==> src/rtl/kreacher_pipe_pkg.sv <==
// Shared definitions for the kreacher pipeline buffers.
//   - ST_EMPTY / ST_ONE / ST_FULL : occupancy-coded state of a two-entry skid buffer
//   - DEF_DATA_W / DEF_TAG_W      : default payload and sideband widths
package kreacher_pipe_pkg;

  localparam int DEF_DATA_W = 64;
  localparam int DEF_TAG_W  = 5;

  // The encoding equals the number of held entries, so the state doubles as occupancy.
  typedef enum logic [1:0] {
    ST_EMPTY = 2'd0,
    ST_ONE   = 2'd1,
    ST_FULL  = 2'd2
  } buf_state_e;

endpackage

==> src/rtl/reg_en_sr.sv <==
// Parameterised register with synchronous active-high reset and load enable.
//   clk : clock, rising edge
//   rst : synchronous reset, clears q to zero
//   en  : load enable, q <= d when high
//   d   : next value
//   q   : registered value
module reg_en_sr #(
  parameter int W = 8
) (
  input  logic         clk,
  input  logic         rst,
  input  logic         en,
  input  logic [W-1:0] d,
  output logic [W-1:0] q
);

  // NOTE: sequential state uses non-blocking assignments so every flop samples
  // its inputs from before the edge, independent of process evaluation order.
  // NOTE: the storage is cleared on reset because the buffer must present
  // out_data = 0 after reset, not just a don't-care value.
  always_ff @(posedge clk) begin
    if (rst) begin
      q <= '0;
    end else if (en) begin
      q <= d;
    end
  end

endmodule

==> src/rtl/skid_buffer_64bit.sv <==
// Two-entry elastic (skid) buffer between operand select and execute.
// in_ready depends only on local state, flush and rst, never on out_ready,
// which breaks the combinational ready path from execute back upstream.
//   clk       : clock, rising edge
//   rst       : synchronous active-high reset, empties buffer and zeroes storage
//   flush     : synchronous discard of all buffered entries
//   in_data   : payload offered by upstream
//   in_tag    : tag (destination register index) travelling with in_data
//   in_valid  : upstream offers in_data/in_tag
//   in_ready  : buffer accepts this cycle
//   out_data  : oldest buffered payload
//   out_tag   : tag of oldest entry
//   out_valid : out_data/out_tag valid
//   out_ready : downstream consumes this cycle
//   occupancy : entries held (0..2)
module skid_buffer_64bit
  import kreacher_pipe_pkg::*;
#(
  parameter int DATA_W = DEF_DATA_W,
  parameter int TAG_W  = DEF_TAG_W
) (
  input  logic              clk,
  input  logic              rst,
  input  logic              flush,
  input  logic [DATA_W-1:0] in_data,
  input  logic [TAG_W-1:0]  in_tag,
  input  logic              in_valid,
  output logic              in_ready,
  output logic [DATA_W-1:0] out_data,
  output logic [TAG_W-1:0]  out_tag,
  output logic              out_valid,
  input  logic              out_ready,
  output logic [1:0]        occupancy
);

  localparam int ENT_W = TAG_W + DATA_W;

  buf_state_e state, state_next;

  logic             acc;
  logic             deq;
  logic             main_load;
  logic             main_from_skid;
  logic             skid_load;
  logic [ENT_W-1:0] in_ent;
  logic [ENT_W-1:0] main_d;
  logic [ENT_W-1:0] main_q;
  logic [ENT_W-1:0] skid_q;

  assign in_ent    = {in_tag, in_data};
  assign in_ready  = (state != ST_FULL) && !flush && !rst;
  assign out_valid = (state != ST_EMPTY);
  assign out_data  = main_q[DATA_W-1:0];
  assign out_tag   = main_q[ENT_W-1:DATA_W];
  assign occupancy = state;

  assign acc = in_valid && in_ready;
  assign deq = out_valid && out_ready;

  always_ff @(posedge clk) begin
    if (rst) begin
      state <= ST_EMPTY;
    end else begin
      state <= state_next;
    end
  end

  // NOTE: every signal driven here gets a default before the case statement,
  // so no path leaves one unassigned and no latch is inferred.
  always_comb begin
    state_next     = state;
    main_load      = 1'b0;
    main_from_skid = 1'b0;
    skid_load      = 1'b0;

    unique case (state)
      ST_EMPTY: begin
        if (acc) begin
          state_next = ST_ONE;
          main_load  = 1'b1;
        end
      end
      ST_ONE: begin
        if (acc && deq) begin
          main_load = 1'b1;
        end else if (acc) begin
          state_next = ST_FULL;
          skid_load  = 1'b1;
        end else if (deq) begin
          state_next = ST_EMPTY;
        end
      end
      ST_FULL: begin
        // The skid entry is younger than main, so it moves up on dequeue.
        if (deq) begin
          state_next     = ST_ONE;
          main_load      = 1'b1;
          main_from_skid = 1'b1;
        end
      end
      default: state_next = ST_EMPTY;
    endcase

    // Flush overrides every transition; data registers are left untouched.
    if (flush) begin
      state_next     = ST_EMPTY;
      main_load      = 1'b0;
      main_from_skid = 1'b0;
      skid_load      = 1'b0;
    end
  end

  assign main_d = main_from_skid ? skid_q : in_ent;

  reg_en_sr #(.W(ENT_W)) u_main (
    .clk (clk),
    .rst (rst),
    .en  (main_load),
    .d   (main_d),
    .q   (main_q)
  );

  reg_en_sr #(.W(ENT_W)) u_skid (
    .clk (clk),
    .rst (rst),
    .en  (skid_load),
    .d   (in_ent),
    .q   (skid_q)
  );

endmodule

==> config.mk <==
export PLATFORM = sky130hd
export DESIGN_NAME = skid_buffer_64bit
export DESIGN_NICKNAME = d
export VERILOG_FILES = /design/src/rtl/kreacher_pipe_pkg.sv /design/src/rtl/reg_en_sr.sv /design/src/rtl/skid_buffer_64bit.sv
export SDC_FILE = /design/constraint.sdc
export NUM_CORES = 1
export LEC_CHECK = 0
export ABC_AREA = 1
export CORE_MARGIN = 2
export CORE_UTILIZATION = 40
export CTS_CLUSTER_DIAMETER = 30
export DETAILED_ROUTE_END_ITERATION = 10
export PLACE_DENSITY = 0.69
export SETUP_SLACK_MARGIN = 0.4
export SLEW_MARGIN = 20
export SYNTH_ARGS = -nofsm -noshare
export SYNTH_HDL_FRONTEND = slang
export SYNTH_SLANG_ARGS = --single-unit
==> constraint.sdc <==
create_clock -name clk -period 2.9 [get_ports clk]
set_input_delay 0.87 -clock clk [delete_from_list [all_inputs] [get_ports clk]]
set_output_delay 0.87 -clock clk [all_outputs]
set_load 0.05 [all_outputs]
# After elaboration in Yosys (flattened, before gate mapping)
# Cells that the tools add are included.
dict set report word_totals {
  output_inout_bits 73
  regBits 140
}
dict set report classes {
  mux 17
  n_eq_ne 7
  n_reduce_logical 11
}
# op count
set ops {}
lappend ops {{2-to-1 mux 69 bit} 1}
lappend ops {{2-to-1 mux 2 bit} 5}
lappend ops {{2-to-1 mux 1 bit} 9}
lappend ops {{inequality test 2 bit (second input constant)} 4}
lappend ops {{case mux 2 bit (3 select lines)} 1}
lappend ops {{logical AND 1 bit} 5}
lappend ops {{AND reduction 4 bit} 1}
lappend ops {{inequality test 3 bit (second input constant)} 1}
lappend ops {{case mux 1 bit (3 select lines)} 1}
lappend ops {{equality test 2 x 1 -> 1 bit (second input constant)} 1}
lappend ops {{equality test 2 bit (second input constant)} 1}
lappend ops {{logical NOT 1 bit} 2}
lappend ops {{logical NOT 2 bit} 1}
lappend ops {{nonzero test 2 bit} 1}
lappend ops {{OR reduction 2 bit} 1}

# Logic depth before layout (Yosys ltp)
# Gate-level depths: netlist of the first run.
dict set report depth {
  depth_word 8
  depth_mapped 11
}

# By module
# From an unflattened synthesis of the first run, not the netlist that was laid out.
dict set report hier_totals {
  cells_unflattened 1126
  area_unflattened_um2 7151.9
}
# module instances cells_per_inst area_per_inst_um2
set by_module_without_submodules {}
lappend by_module_without_submodules {reg_en_sr 2 437 2861.5}
lappend by_module_without_submodules {skid_buffer_64bit 1 252 1428.9}

# Worst setup path after synthesis of the first run
# No wires, ideal clock.
dict set report synth_path {
  path_kind {in2out}
  startpoint {input port rst}
  endpoint {output port in_ready}
  setup_slack_ps 158
  required_ps 2030
  stages 4
  path_buffers 1
  t_arrival_ps 1872
  cell_sequence {buf_2 > nor2_4 > inv_1 > nor2_1}
}
dict set report synth_via {
  elab_chain_len 2
}
# element line
set synth_lines {}
lappend synth_lines {{start: declaration} skid_buffer_64bit.sv:23} ;# input logic rst,
lappend synth_lines {{logical NOT 1 bit} skid_buffer_64bit.sv:51} ;# assign in_ready = (state != ST_FULL) && !flush && !rst;
lappend synth_lines {{logical AND 1 bit} skid_buffer_64bit.sv:51}
lappend synth_lines {{end: declaration} skid_buffer_64bit.sv:28} ;# output logic in_ready,
# No other way between the ends.

# Worst setup path after layout of the first run
dict set report layout_path {
  startpoint {register u_main.q[8]}
  endpoint {output port out_data[8]}
}
# element line
set layout_rtl {}
lappend layout_rtl {{start: declaration} reg_en_sr.sv:14} ;# output logic [W-1:0] q
lappend layout_rtl {{start signal: assignment} reg_en_sr.sv:23} ;# q <= '0;
lappend layout_rtl {{start signal: assignment} reg_en_sr.sv:25} ;# q <= d;
lappend layout_rtl {{end: declaration} skid_buffer_64bit.sv:29} ;# output logic [DATA_W-1:0] out_data,
# No word-level cell between the ends.

==> flow_summary.ini, run 1 <==
[sta]
max_freq_mhz = 404
final.setup_skew_ns = 0.00580
timing.max_slew.rel_slack_pct = 45.8
fin_hold_ws_ns = 0.479
final_min_period_over_clock_period_pct = 85.4
timing.setup.tns_ns = 0
final_hold_viol_count = 0
finalCriticalPeriod_ns = 2.48
setup_viol = 0
rsz0062_at_grt = no
worst_margin_slew_ns = 0.813
slew_viol_final = 0

[worst_setup_path]
path_delay_family = buffers and inverters
nature_of_the_critical_path_startpoint = flip-flop
critPathBufInv = 1
data_arrival_critical_path_ns = 1.61
cp_cell_sequence = clkdlybuf4s50_1
worst_r2r_startpoint = occupancy[1]
setup.worst_path.start = u_main.q[8]
worstSetupEndpointType = primary output
slowest_stage = sky130_fd_sc_hd__clkdlybuf4s50_1
critPathMaxStageDelay_ns = 0.82
worst-setup-path-type = flip-flop to primary output
cp.required_ns = 2.03
path_max_fanout = 2

[hold_path]
min-delay-path-class = flip-flop to flip-flop
hold_startpoint = u_main.q[41]

[global_routing]
grt_max_degree = 71
grt_first_pass_wirelength_um = 30500
number_of_global_route_vias_before_repair = 6086
globalRoute.totalOverflow = 0
global_route.usage.total_pct = 21.2
grt_antenna_before_repair = 1

[cells_and_area]
layout_cell_share_with_drive_strength_beyond_1_pct = 6.43
fin_nets = 1197
mostFrequentLayoutCells = sky130_fd_sc_hd__nand2_1, sky130_fd_sc_hd__nor2_1, sky130_fd_sc_hd__dfxtp_1
layout_commonest_cell = sky130_fd_sc_hd__nand2_1
num_antenna_cells = 0
area_delta_synth_final_pct = 35.0

[route]
detail_route.vias_per_cell = 5.01
finalWirelength_um = 18800
detailroute.via_count = 6794
routed_wire_length_per_instance_um = 13.9
drt-pass1-iter-count = 5
drt_first_iter_violations = 599
drcViolationCount = 0
antenna_left = 0

[synthesis]
synth_sequential_area_ratio_pct = 42.4
ys_warn_count = 0
cell_area_synth_um2 = 6610
synthCells = 1017
syn_nets = 1091
ys_ff_latch = 140
synth.avg_cell_area_um2 = 6.50
post_synth_num_cell_types = 19

[die]
die_y_um = 133
io_pins = 147
die-width_um = 133
fp.dieArea_um2 = 17600
core_region_area_um2 = 16300
initial_core_util_pct = 40.4
placement_rows = 47

[cts]
clock_tree.buffer_depth = 2
ctsHoldBuffers = 0
clock-root-buffer = sky130_fd_sc_hd__clkbuf_16
clock_insertion_delay_worst_skew_ns = 0.42
clk_pin_slew_worst_paths_ns = 0.06
clock_tree.htree_level_count = 4
clock_tree_from_tritoncts = done
clkSinkCount = 140
cts_made_buffers = 17

[run_status]
run_status = completed

[job]
cap_viol_max_count = 0

[placement]
io_buffer_count = 146
gp_congestion = 0.780
place_hpwl_um = 11600

[power]
power.ir.vdd_worst_mv = 0.434
powerDensity_nw_per_um2 = 533
p_leak_nw = 3.91
[where the power goes]
group	internal, mW	total (mW)	switching, mW
Combinational	0.234	0.604	0.370
Clock	1.38	2.17	0.799
Sequential	1.96	1.98	0.0199
Total	3.57	4.76	1.19
[worst reg2reg max path, cell delays in order (launching register included)]
cell                      delay (ns)
sky130_fd_sc_hd__dfxtp_1        0.40
sky130_fd_sc_hd__inv_2          0.11
sky130_fd_sc_hd__nor2_4         0.18
sky130_fd_sc_hd__buf_4          0.41
sky130_fd_sc_hd__nand4_1        0.16
sky130_fd_sc_hd__nand2_1        0.12
sky130_fd_sc_hd__inv_1          0.06
sky130_fd_sc_hd__nand3_1        0.07
sky130_fd_sc_hd__nand2_1        0.05
sky130_fd_sc_hd__nor2_1         0.09
[per-layer routing]
metal | share of wire, % | wire [um] | GRT usage (%)
met3 | 5.8 | 1090 | 4.52
met1 | 46 | 8730 | 28.7
met2 | 46 | 8640 | 33.0
met5 | 0.069 | 13 | 0
met4 | 1.9 | 363 | 8.36
[state kept, by name, indices dropped and copies added (netlist names)]
name       cells
occupancy      2
u_skid.q      69
u_main.q      69
[Yosys cell counts (all sizes together)]
cell | instances | area (um2)
nand3 | 72 | 360
xor2 | 1 | 8.76
nor3 | 138 | 691
clkbuf | 48 | 180
a211oi | 1 | 7.51
buf | 39 | 176
nand2 | 212 | 796
clkinv | 2 | 7.51
a21oi | 1 | 5.00
dfxtp | 140 | 2800
inv | 76 | 285
nor2 | 216 | 833
nand4 | 71 | 459
[per-stage QoR]
step                      worst slack, ns  util [%]  cells  power, mW  area [um2]
after floorplan                     0.518         -   1017       2.37        6620
after global placement              0.164      50.9   1323       2.62        8330
after detailed placement            0.147      50.9   1323       2.63        8330
after CTS                           0.411      54.6   1356       4.80        8920
after global routing                0.401      54.6   1356       4.93        8930
final                               0.422      54.6   1356       4.76        8930
[layout make-up]
type | count | area [um2]
timing repair buffer | 174 | 1770
clock inverter | 6 | 82.6
multi-input combinational | 712 | 3190
clock buffer | 26 | 509
sequential | 140 | 2800
fill | 1626 | 7420
tap | 220 | 275
inverter | 78 | 295
[worst paths after layout]
| check | endpoint | slack [ns] | cells past startpoint |
|---|---|---|---|
| max reg2reg | u_main.q[63] | 1.20 | 9 |
| min reg2reg | u_main.q[41] | 0.48 | 2 |
| min | u_main.q[41] | 0.48 | 2 |
| max | out_data[8] | 0.42 | 1 |
[timing repair]
action                                 in CTS  in global routing
setup buffers                               1                  0
resized for setup                           4                  3
endpoints found under the hold margin       0                  0
pin swaps                                   1                  0
setup endpoints to repair                   4                  3
[cell families (layout without fill, tap and decap cells)]
logic type                count (synthesis)  in the layout  share of synthesized area (%)
AOI/OAI and AO/OA                         2              2                          0.189
xor gates and xnor gates                  1              1                          0.132
buffers and inverters                   165            284                           9.82
DFF                                     140            140                           42.4
and+or+nand+nor                         709            709                           47.5
Power figures use the tool's default switching activity.
==> run 2, diff against run 1 <==
- CTS_CLUSTER_DIAMETER: 30 -> 50
- HOLD_SLACK_MARGIN: unset -> 0.05
==> results of run 2 <==
Same layout as run 1: the final DEF is identical, and so are final timing and power.
==> run 3, diff against run 2 <==
- CTS_CLUSTER_SIZE: unset -> 24
==> results of run 3 <==
Same layout as run 1: the final DEF is identical, and so are final timing and power.
